File: config.mk
export PLATFORM = sky130hd
export DESIGN_NAME = taxi_eth_gmii_frame_tx
export DESIGN_NICKNAME = d
export VERILOG_FILES = /design/src/rtl/taxi_eth_gmii_tx_pkg.sv /design/src/rtl/taxi_eth_gmii_frame_tx.sv
export SDC_FILE = /design/constraint.sdc
export NUM_CORES = 1
export LEC_CHECK = 0
export ABC_AREA = 0
export CORE_ASPECT_RATIO = 1.75
export CORE_MARGIN = 2
export CORE_UTILIZATION = 54
export CTS_CLUSTER_DIAMETER = 50
export DETAILED_ROUTE_END_ITERATION = 16
export PLACE_DENSITY = 0.78
export SYNTH_ARGS = -nofsm -noshare
export SYNTH_HDL_FRONTEND = slang
export SYNTH_SLANG_ARGS = --single-unit
File: constraint.sdc
create_clock -name clk -period 2.3 [get_ports clk]
set_input_delay 0.69 -clock clk [delete_from_list [all_inputs] [get_ports clk]]
set_output_delay 0.69 -clock clk [all_outputs]
set_load 0.02 [all_outputs]
File: src/rtl/taxi_eth_gmii_tx_pkg.sv
`default_nettype none
// ============================================================================
//  Module   : taxi_eth_gmii_tx_pkg
//  Purpose  : Shared types, constants and the CRC-32 step function for the
//             GMII frame transmitter.
//  Contents : tx_state_t  - transmitter state encoding
//             ETH_PRE / ETH_SFD - preamble and start-of-frame delimiter
//             CRC_POLY / CRC_INIT - reflected Ethernet CRC-32 parameters
//             crc32_byte() - advance the CRC register by one data byte
//  Revision : 1.0 - initial release
// ============================================================================
package taxi_eth_gmii_tx_pkg;

  typedef enum logic [2:0] {
    IDLE     = 3'd0,
    PREAMBLE = 3'd1,
    PAYLOAD  = 3'd2,
    PAD      = 3'd3,
    FCS      = 3'd4,
    DISCARD  = 3'd5,
    IFG      = 3'd6
  } tx_state_t;

  localparam logic [7:0]  ETH_PRE  = 8'h55;
  localparam logic [7:0]  ETH_SFD  = 8'hD5;
  localparam logic [31:0] CRC_POLY = 32'hEDB88320;
  localparam logic [31:0] CRC_INIT = 32'hFFFFFFFF;

  // Bit-serial reflected CRC-32, unrolled over one byte (LSB first).
  function automatic logic [31:0] crc32_byte(input logic [31:0] crc,
                                             input logic [7:0]  data);
    logic [31:0] c;
    c = crc ^ {24'd0, data};
    for (int i = 0; i < 8; i++) begin
      c = c[0] ? ((c >> 1) ^ CRC_POLY) : (c >> 1);
    end
    return c;
  endfunction

endpackage
`default_nettype wire

File: src/rtl/taxi_eth_gmii_frame_tx.sv
`default_nettype none
// ============================================================================
//  Module   : taxi_eth_gmii_frame_tx
//  Purpose  : Single-clock GMII frame transmitter. Turns an 8-bit AXI-stream
//             frame into preamble/SFD, payload, optional zero pad, FCS and
//             inter-frame gap on a registered GMII interface.
//  Ports    : clk, rst_n            - clock, async active-low reset
//             s_axis_tx_*           - 8-bit frame input (tuser[0] on tlast
//                                     marks a bad frame)
//             gmii_txd/tx_en/tx_er  - registered GMII transmit outputs
//             clk_enable            - advance qualifier, everything holds low
//             cfg_ifg               - inter-frame gap in bytes (0 acts as 1)
//             cfg_tx_enable         - permit the start of a new frame
//             tx_start_packet       - pulse with the first preamble byte
//             tx_error_underflow    - pulse with the underflow error byte
//             tx_frame_len          - payload+pad+FCS length of last frame
//             tx_frame_done         - pulse with the last FCS byte
//  Revision : 1.0 - initial release
// ============================================================================
module taxi_eth_gmii_frame_tx
  import taxi_eth_gmii_tx_pkg::*;
#(
  parameter logic PADDING_EN    = 1'b1,
  parameter int   MIN_FRAME_LEN = 64,
  parameter int   CNT_W         = 16
) (
  input  logic             clk,
  input  logic             rst_n,

  input  logic [7:0]       s_axis_tx_tdata,
  input  logic             s_axis_tx_tvalid,
  output logic             s_axis_tx_tready,
  input  logic             s_axis_tx_tlast,
  input  logic [0:0]       s_axis_tx_tuser,

  output logic [7:0]       gmii_txd,
  output logic             gmii_tx_en,
  output logic             gmii_tx_er,

  input  logic             clk_enable,
  input  logic [7:0]       cfg_ifg,
  input  logic             cfg_tx_enable,

  output logic             tx_start_packet,
  output logic             tx_error_underflow,
  output logic [CNT_W-1:0] tx_frame_len,
  output logic             tx_frame_done
);

  // Byte count (without FCS) at which padding stops.
  localparam logic [CNT_W-1:0] c_pad_len = CNT_W'(MIN_FRAME_LEN - 4);

  tx_state_t        state_q, state_d;
  logic [2:0]       idx_q, idx_d;       // preamble byte / FCS byte index
  logic [7:0]       ifg_q, ifg_d;       // remaining gap bytes
  logic [CNT_W-1:0] cnt_q, cnt_d;       // frame bytes sent (payload + pad)
  logic [31:0]      crc_q, crc_d;
  logic             bad_q, bad_d;
  logic [7:0]       txd_q, txd_d;
  logic             en_q, en_d;
  logic             er_q, er_d;
  logic             start_q, start_d;
  logic             uf_q, uf_d;
  logic             done_q, done_d;
  logic [CNT_W-1:0] len_q, len_d;

  logic [CNT_W-1:0] w_cnt_inc;
  logic [CNT_W:0]   w_len_sum;
  logic [CNT_W-1:0] w_len_fcs;
  logic [7:0]       w_ifg_load;
  logic [31:0]      w_fcs;
  logic [7:0]       w_fcs_byte;
  logic [31:0]      w_crc_data;
  logic [31:0]      w_crc_zero;

  assign w_cnt_inc  = (cnt_q == {CNT_W{1'b1}}) ? cnt_q : cnt_q + 1'b1;
  assign w_len_sum  = {1'b0, cnt_q} + (CNT_W+1)'(4);
  assign w_len_fcs  = w_len_sum[CNT_W] ? {CNT_W{1'b1}} : w_len_sum[CNT_W-1:0];
  assign w_ifg_load = (cfg_ifg == 8'd0) ? 8'd1 : cfg_ifg;
  assign w_fcs      = ~crc_q;
  assign w_crc_data = crc32_byte(crc_q, s_axis_tx_tdata);
  assign w_crc_zero = crc32_byte(crc_q, 8'h00);

  always_comb begin
    w_fcs_byte = w_fcs[7:0];
    case (idx_q[1:0])
      2'd0:    w_fcs_byte = w_fcs[7:0];
      2'd1:    w_fcs_byte = w_fcs[15:8];
      2'd2:    w_fcs_byte = w_fcs[23:16];
      default: w_fcs_byte = w_fcs[31:24];
    endcase
  end

  // Ready is a combinational decode so that a stalled clk_enable never lets
  // a beat be accepted without the state advancing.
  assign s_axis_tx_tready = clk_enable &&
                            ((state_q == PAYLOAD) || (state_q == DISCARD));

  always_comb begin
    state_d = state_q;
    idx_d   = idx_q;
    ifg_d   = ifg_q;
    cnt_d   = cnt_q;
    crc_d   = crc_q;
    bad_d   = bad_q;
    txd_d   = txd_q;
    en_d    = en_q;
    er_d    = er_q;
    start_d = start_q;
    uf_d    = uf_q;
    done_d  = done_q;
    len_d   = len_q;

    if (clk_enable) begin
      txd_d   = 8'h00;
      en_d    = 1'b0;
      er_d    = 1'b0;
      start_d = 1'b0;
      uf_d    = 1'b0;
      done_d  = 1'b0;

      case (state_q)
        IDLE: begin
          // The first preamble byte is issued on the start decision itself
          // so the gap after IFG is exactly the programmed length.
          if (s_axis_tx_tvalid && cfg_tx_enable) begin
            txd_d   = ETH_PRE;
            en_d    = 1'b1;
            start_d = 1'b1;
            crc_d   = CRC_INIT;
            cnt_d   = '0;
            bad_d   = 1'b0;
            idx_d   = 3'd1;
            state_d = PREAMBLE;
          end
        end

        PREAMBLE: begin
          en_d  = 1'b1;
          txd_d = (idx_q == 3'd7) ? ETH_SFD : ETH_PRE;
          idx_d = idx_q + 3'd1;
          if (idx_q == 3'd7) begin
            state_d = PAYLOAD;
          end
        end

        PAYLOAD: begin
          if (s_axis_tx_tvalid) begin
            txd_d = s_axis_tx_tdata;
            en_d  = 1'b1;
            crc_d = w_crc_data;
            cnt_d = w_cnt_inc;
            if (s_axis_tx_tlast) begin
              bad_d   = s_axis_tx_tuser[0];
              idx_d   = 3'd0;
              state_d = (PADDING_EN && (w_cnt_inc < c_pad_len)) ? PAD : FCS;
            end
          end else begin
            // Source ran dry mid-frame: poison the frame on the wire.
            txd_d   = 8'h00;
            en_d    = 1'b1;
            er_d    = 1'b1;
            uf_d    = 1'b1;
            state_d = DISCARD;
          end
        end

        PAD: begin
          txd_d = 8'h00;
          en_d  = 1'b1;
          crc_d = w_crc_zero;
          cnt_d = w_cnt_inc;
          if (w_cnt_inc >= c_pad_len) begin
            idx_d   = 3'd0;
            state_d = FCS;
          end
        end

        FCS: begin
          txd_d = w_fcs_byte;
          en_d  = 1'b1;
          er_d  = bad_q;
          idx_d = idx_q + 3'd1;
          if (idx_q[1:0] == 2'd3) begin
            done_d  = 1'b1;
            len_d   = w_len_fcs;
            ifg_d   = w_ifg_load;
            state_d = IFG;
          end
        end

        DISCARD: begin
          if (s_axis_tx_tvalid && s_axis_tx_tlast) begin
            ifg_d   = w_ifg_load;
            state_d = IFG;
          end
        end

        IFG: begin
          if (ifg_q <= 8'd1) begin
            state_d = IDLE;
          end else begin
            ifg_d = ifg_q - 8'd1;
          end
        end

        default: begin
          state_d = IDLE;
        end
      endcase
    end
  end

  always_ff @(posedge clk or negedge rst_n) begin
    if (!rst_n) begin
      state_q <= IDLE;
      idx_q   <= 3'd0;
      ifg_q   <= 8'd0;
      cnt_q   <= '0;
      crc_q   <= CRC_INIT;
      bad_q   <= 1'b0;
      txd_q   <= 8'h00;
      en_q    <= 1'b0;
      er_q    <= 1'b0;
      start_q <= 1'b0;
      uf_q    <= 1'b0;
      done_q  <= 1'b0;
      len_q   <= '0;
    end else begin
      state_q <= state_d;
      idx_q   <= idx_d;
      ifg_q   <= ifg_d;
      cnt_q   <= cnt_d;
      crc_q   <= crc_d;
      bad_q   <= bad_d;
      txd_q   <= txd_d;
      en_q    <= en_d;
      er_q    <= er_d;
      start_q <= start_d;
      uf_q    <= uf_d;
      done_q  <= done_d;
      len_q   <= len_d;
    end
  end

  assign gmii_txd           = txd_q;
  assign gmii_tx_en         = en_q;
  assign gmii_tx_er         = er_q;
  assign tx_start_packet    = start_q;
  assign tx_error_underflow = uf_q;
  assign tx_frame_done      = done_q;
  assign tx_frame_len       = len_q;

endmodule
`default_nettype wire

==> impl_metrics.toml <==
[synth]
yosys.area.top_type_share = 0.221
ys_ff_latch = 92
synthCells = 777
synthMuxAreaShare = 0.0120
synth_compound_area_frac = 0.203
synth-simple-area-share = 0.159
syn_nets = 809
async_reset_ff_frac = 1.00
yosys_warnings = 0
synthesis.area_sq_um = 6800
synth_edf_count = 0
yosysTopAreaCell = "dfrtp_1"
synth_top_family_by_area = "XOR/XNOR gates"
synth_fa_ha_area_frac = 0.0166
synth_area_leaders = "dfrtp_1, xnor2_1, dfstp_2, xor2_1, o21ai_0"
syn_avg_cell_area_sq_um = 8.75
synth_xor_area_frac = 0.211
synth-seq-area-share = 0.344
synth_ff_type = "dfrtp_1"
yosysUniqueCellTypes = 69

[drt]
wl_per_cell_um = 20.2
drt_iter0_markers = 470
drc = 0
dr.pass1.iters = 5
ant_nets = 0
wl_mm = 22.1
vias_per_cell = 5.99
vias = 6562

[finish]
fillCellCount = 952
final_cell_mix = "buf_4, xnor2_1, nor2_1"
diodes = 0
nets = 956
final_util = 0.732
area_growth_pct = 33.1
drive_gt1_frac = 0.275
final_common_cell = "buf_4"
fin_cells = 1096

[sta]
hold_viol = 0
min_period_ns = 2.34
fin_tns_setup_ns = -0.0630
max_freq_ghz = 0.427
fin_hold_ws_ns = 0.252
max_slew.worst_pin.slew_ns = 0.730
fin_crit_sh = 1.02
relSlewSlack = 0.508
setup_viol = 2
slew_violations = 0
finalWorstSetupSlack_ns = -0.0415
rsz0062_at_grt = "true"
skew_ns = 0.0102

[min_path]
hold_class = "in2async"

[power]
cellPowerDensity_nw_per_um2 = 1650
irDropWorstVdd_mv = 1.47
p_leak_uw = 0.00376

[global_routing]
antenna_found_initial = 0
grt_pass1_wl_mm = 34.7
gr-usage-all-layers = 0.334
first_global_vias = 6644
grt_start_max_net_pins = 37
overflow = 0

[worst_setup_path]
required_ns = 2.53
end_kind = "flip-flop"
cp-start-kind = "flip-flop"
critical_path_class = "reg2reg"
crit_arrival_ns = 2.57
cp_max_fo = 4

[placed_design]
hpwl_mm = 16.1
numPortBuffers = 52
dp_slack_ns = -0.543
dp_cells = 1066
gp_congestion = 1.03

[die]
io_pins = 53
die_h_um = 152
num_rows = 54
dieArea_sq_um = 13500
core_sq_um = 12400
initial_utilization = 0.550
fp.dieW_um = 88.8

[job]
drv_cap = 0

[outcome]
violations = "setup timing"
run_status = "finished, violations left"

[clock_tree]
cts_hold_buffers = 0
cts_buffer_depth = 2
htree_levels = 3
cts-root-buf = "clkbuf_16"
clk_pin_slew_ns = 0.07
numCtsBuffers = 9
numClockSinks = 92
clkLatencyLatePin_ns = 0.35
tritoncts = "done"
[synth_stat cells (all sizes together) (4+ instances only)]
cell type,instances
a211oi,8
a21o,4
a21oi,49
a221oi,10
a31oi,22
and2,5
and3,7
and4,5
buf,23
clkbuf,35
dfrtp,60
dfstp,32
ha,9
inv,25
mux2i,7
nand2,60
nand2b,4
nand3,17
nand4,10
nor2,66
nor2b,15
nor3,9
nor4,8
o21a,8
o21ai,62
o221ai,7
o22a,6
o22ai,15
o31ai,5
xnor2,109
xor2,39
[metal layers]
metal  wire length (um)  up-vias  GRT usage  share of wire
met5                  0        -          0              0
met4               1970        0      0.235          0.089
met1               7730     3164      0.364           0.35
met2              11400      268      0.569           0.52
li1                   -     3013          -              -
met3                989      117     0.0493          0.045
[power by group]
group	leakage, uW	internal (uW)	switching (uW)
Combinational	0.00247	4890	5280
Clock	0.000160	1060	661
Sequential	0.00113	2380	654
Total	0.00376	8340	6590
[layout make-up]
cell class                 instances  area, sq um  share of cell area
clock buffer                      11          233              0.0257
sequential                        92         2340               0.259
timing repair buffer             194         1670               0.184
clock inverter                     4         98.8              0.0109
inverter                          25         93.8              0.0104
multi-input combinational        602         4400               0.487
tap                              168          210              0.0232
[kinds of logic (layout without fill, tap and decap cells)]
group,Yosys count,after routing
flops,92,92
mux,8,8
buf+inv,83,234
simple gates,217,217
fa+ha+maj,9,9
compound gates,219,219
xor+xnor,149,149
[metrics by stage]
stage,total power (uW),cell area (sq um)
3_3_place_gp,12200,8270
6_report,14900,9050
2_1_floorplan,9430,6810
5_1_grt,15800,9050
4_1_cts,14600,8830
3_5_place_dp,12400,8270
[worst max-delay path, stage by stage, from the launching register on]
cell and delay (ns):
dfrtp_1 0.41, ha_4 0.19, buf_4 0.15, xnor2_1 0.14
o31ai_1 0.48, a211oi_2 0.14, buf_4 0.19, and4_1 0.20
or3b_1 0.34
[timing repair]
| action | 4_1_cts | 5_1_grt |
|---|---|---|
| gates resized for setup | 44 | 42 |
| gates cloned | 0 | 1 |
| setup buffers | 8 | 6 |
| endpoints found under the setup margin | 41 | 35 |
| hold endpoints to repair | 0 | 0 |
| pin swaps | 17 | 26 |
[state kept, by name, indices dropped and copies added (netlist names)]
signal / cells
tx_error_underflow: 1
idx_q: 3
crc_q: 32
cnt_q: 16
tx_start_packet: 1
gmii_tx_en: 1
ifg_q: 8
state_q: 3
tx_frame_done: 1
tx_frame_len: 16
gmii_tx_er: 1
gmii_txd: 8
bad_q: 1
[path summary, 6_finish.rpt]
path                                        startpoint                          end  slack, ns  depth (start not counted)
setup reg to reg                  cnt_q[2]$_DFFE_PN0P_       state_q[0]$_DFFE_PN0P_      -0.04                          8
min in group clk           tx_frame_len[8]$_DFFE_PN0P_  tx_frame_len[8]$_DFFE_PN0P_       0.48                          2
hold / removal                                   rst_n      gmii_txd[2]$_DFFE_PN0P_       0.25                          1
max in group asynchronous                        rst_n        crc_q[13]$_DFFE_PN1P_       1.45                          2
hold reg to reg            tx_frame_len[8]$_DFFE_PN0P_  tx_frame_len[8]$_DFFE_PN0P_       0.48                          2
setup / recovery                  cnt_q[2]$_DFFE_PN0P_       state_q[0]$_DFFE_PN0P_      -0.04                          8
Note: power is estimated with default switching activity, not from simulation.
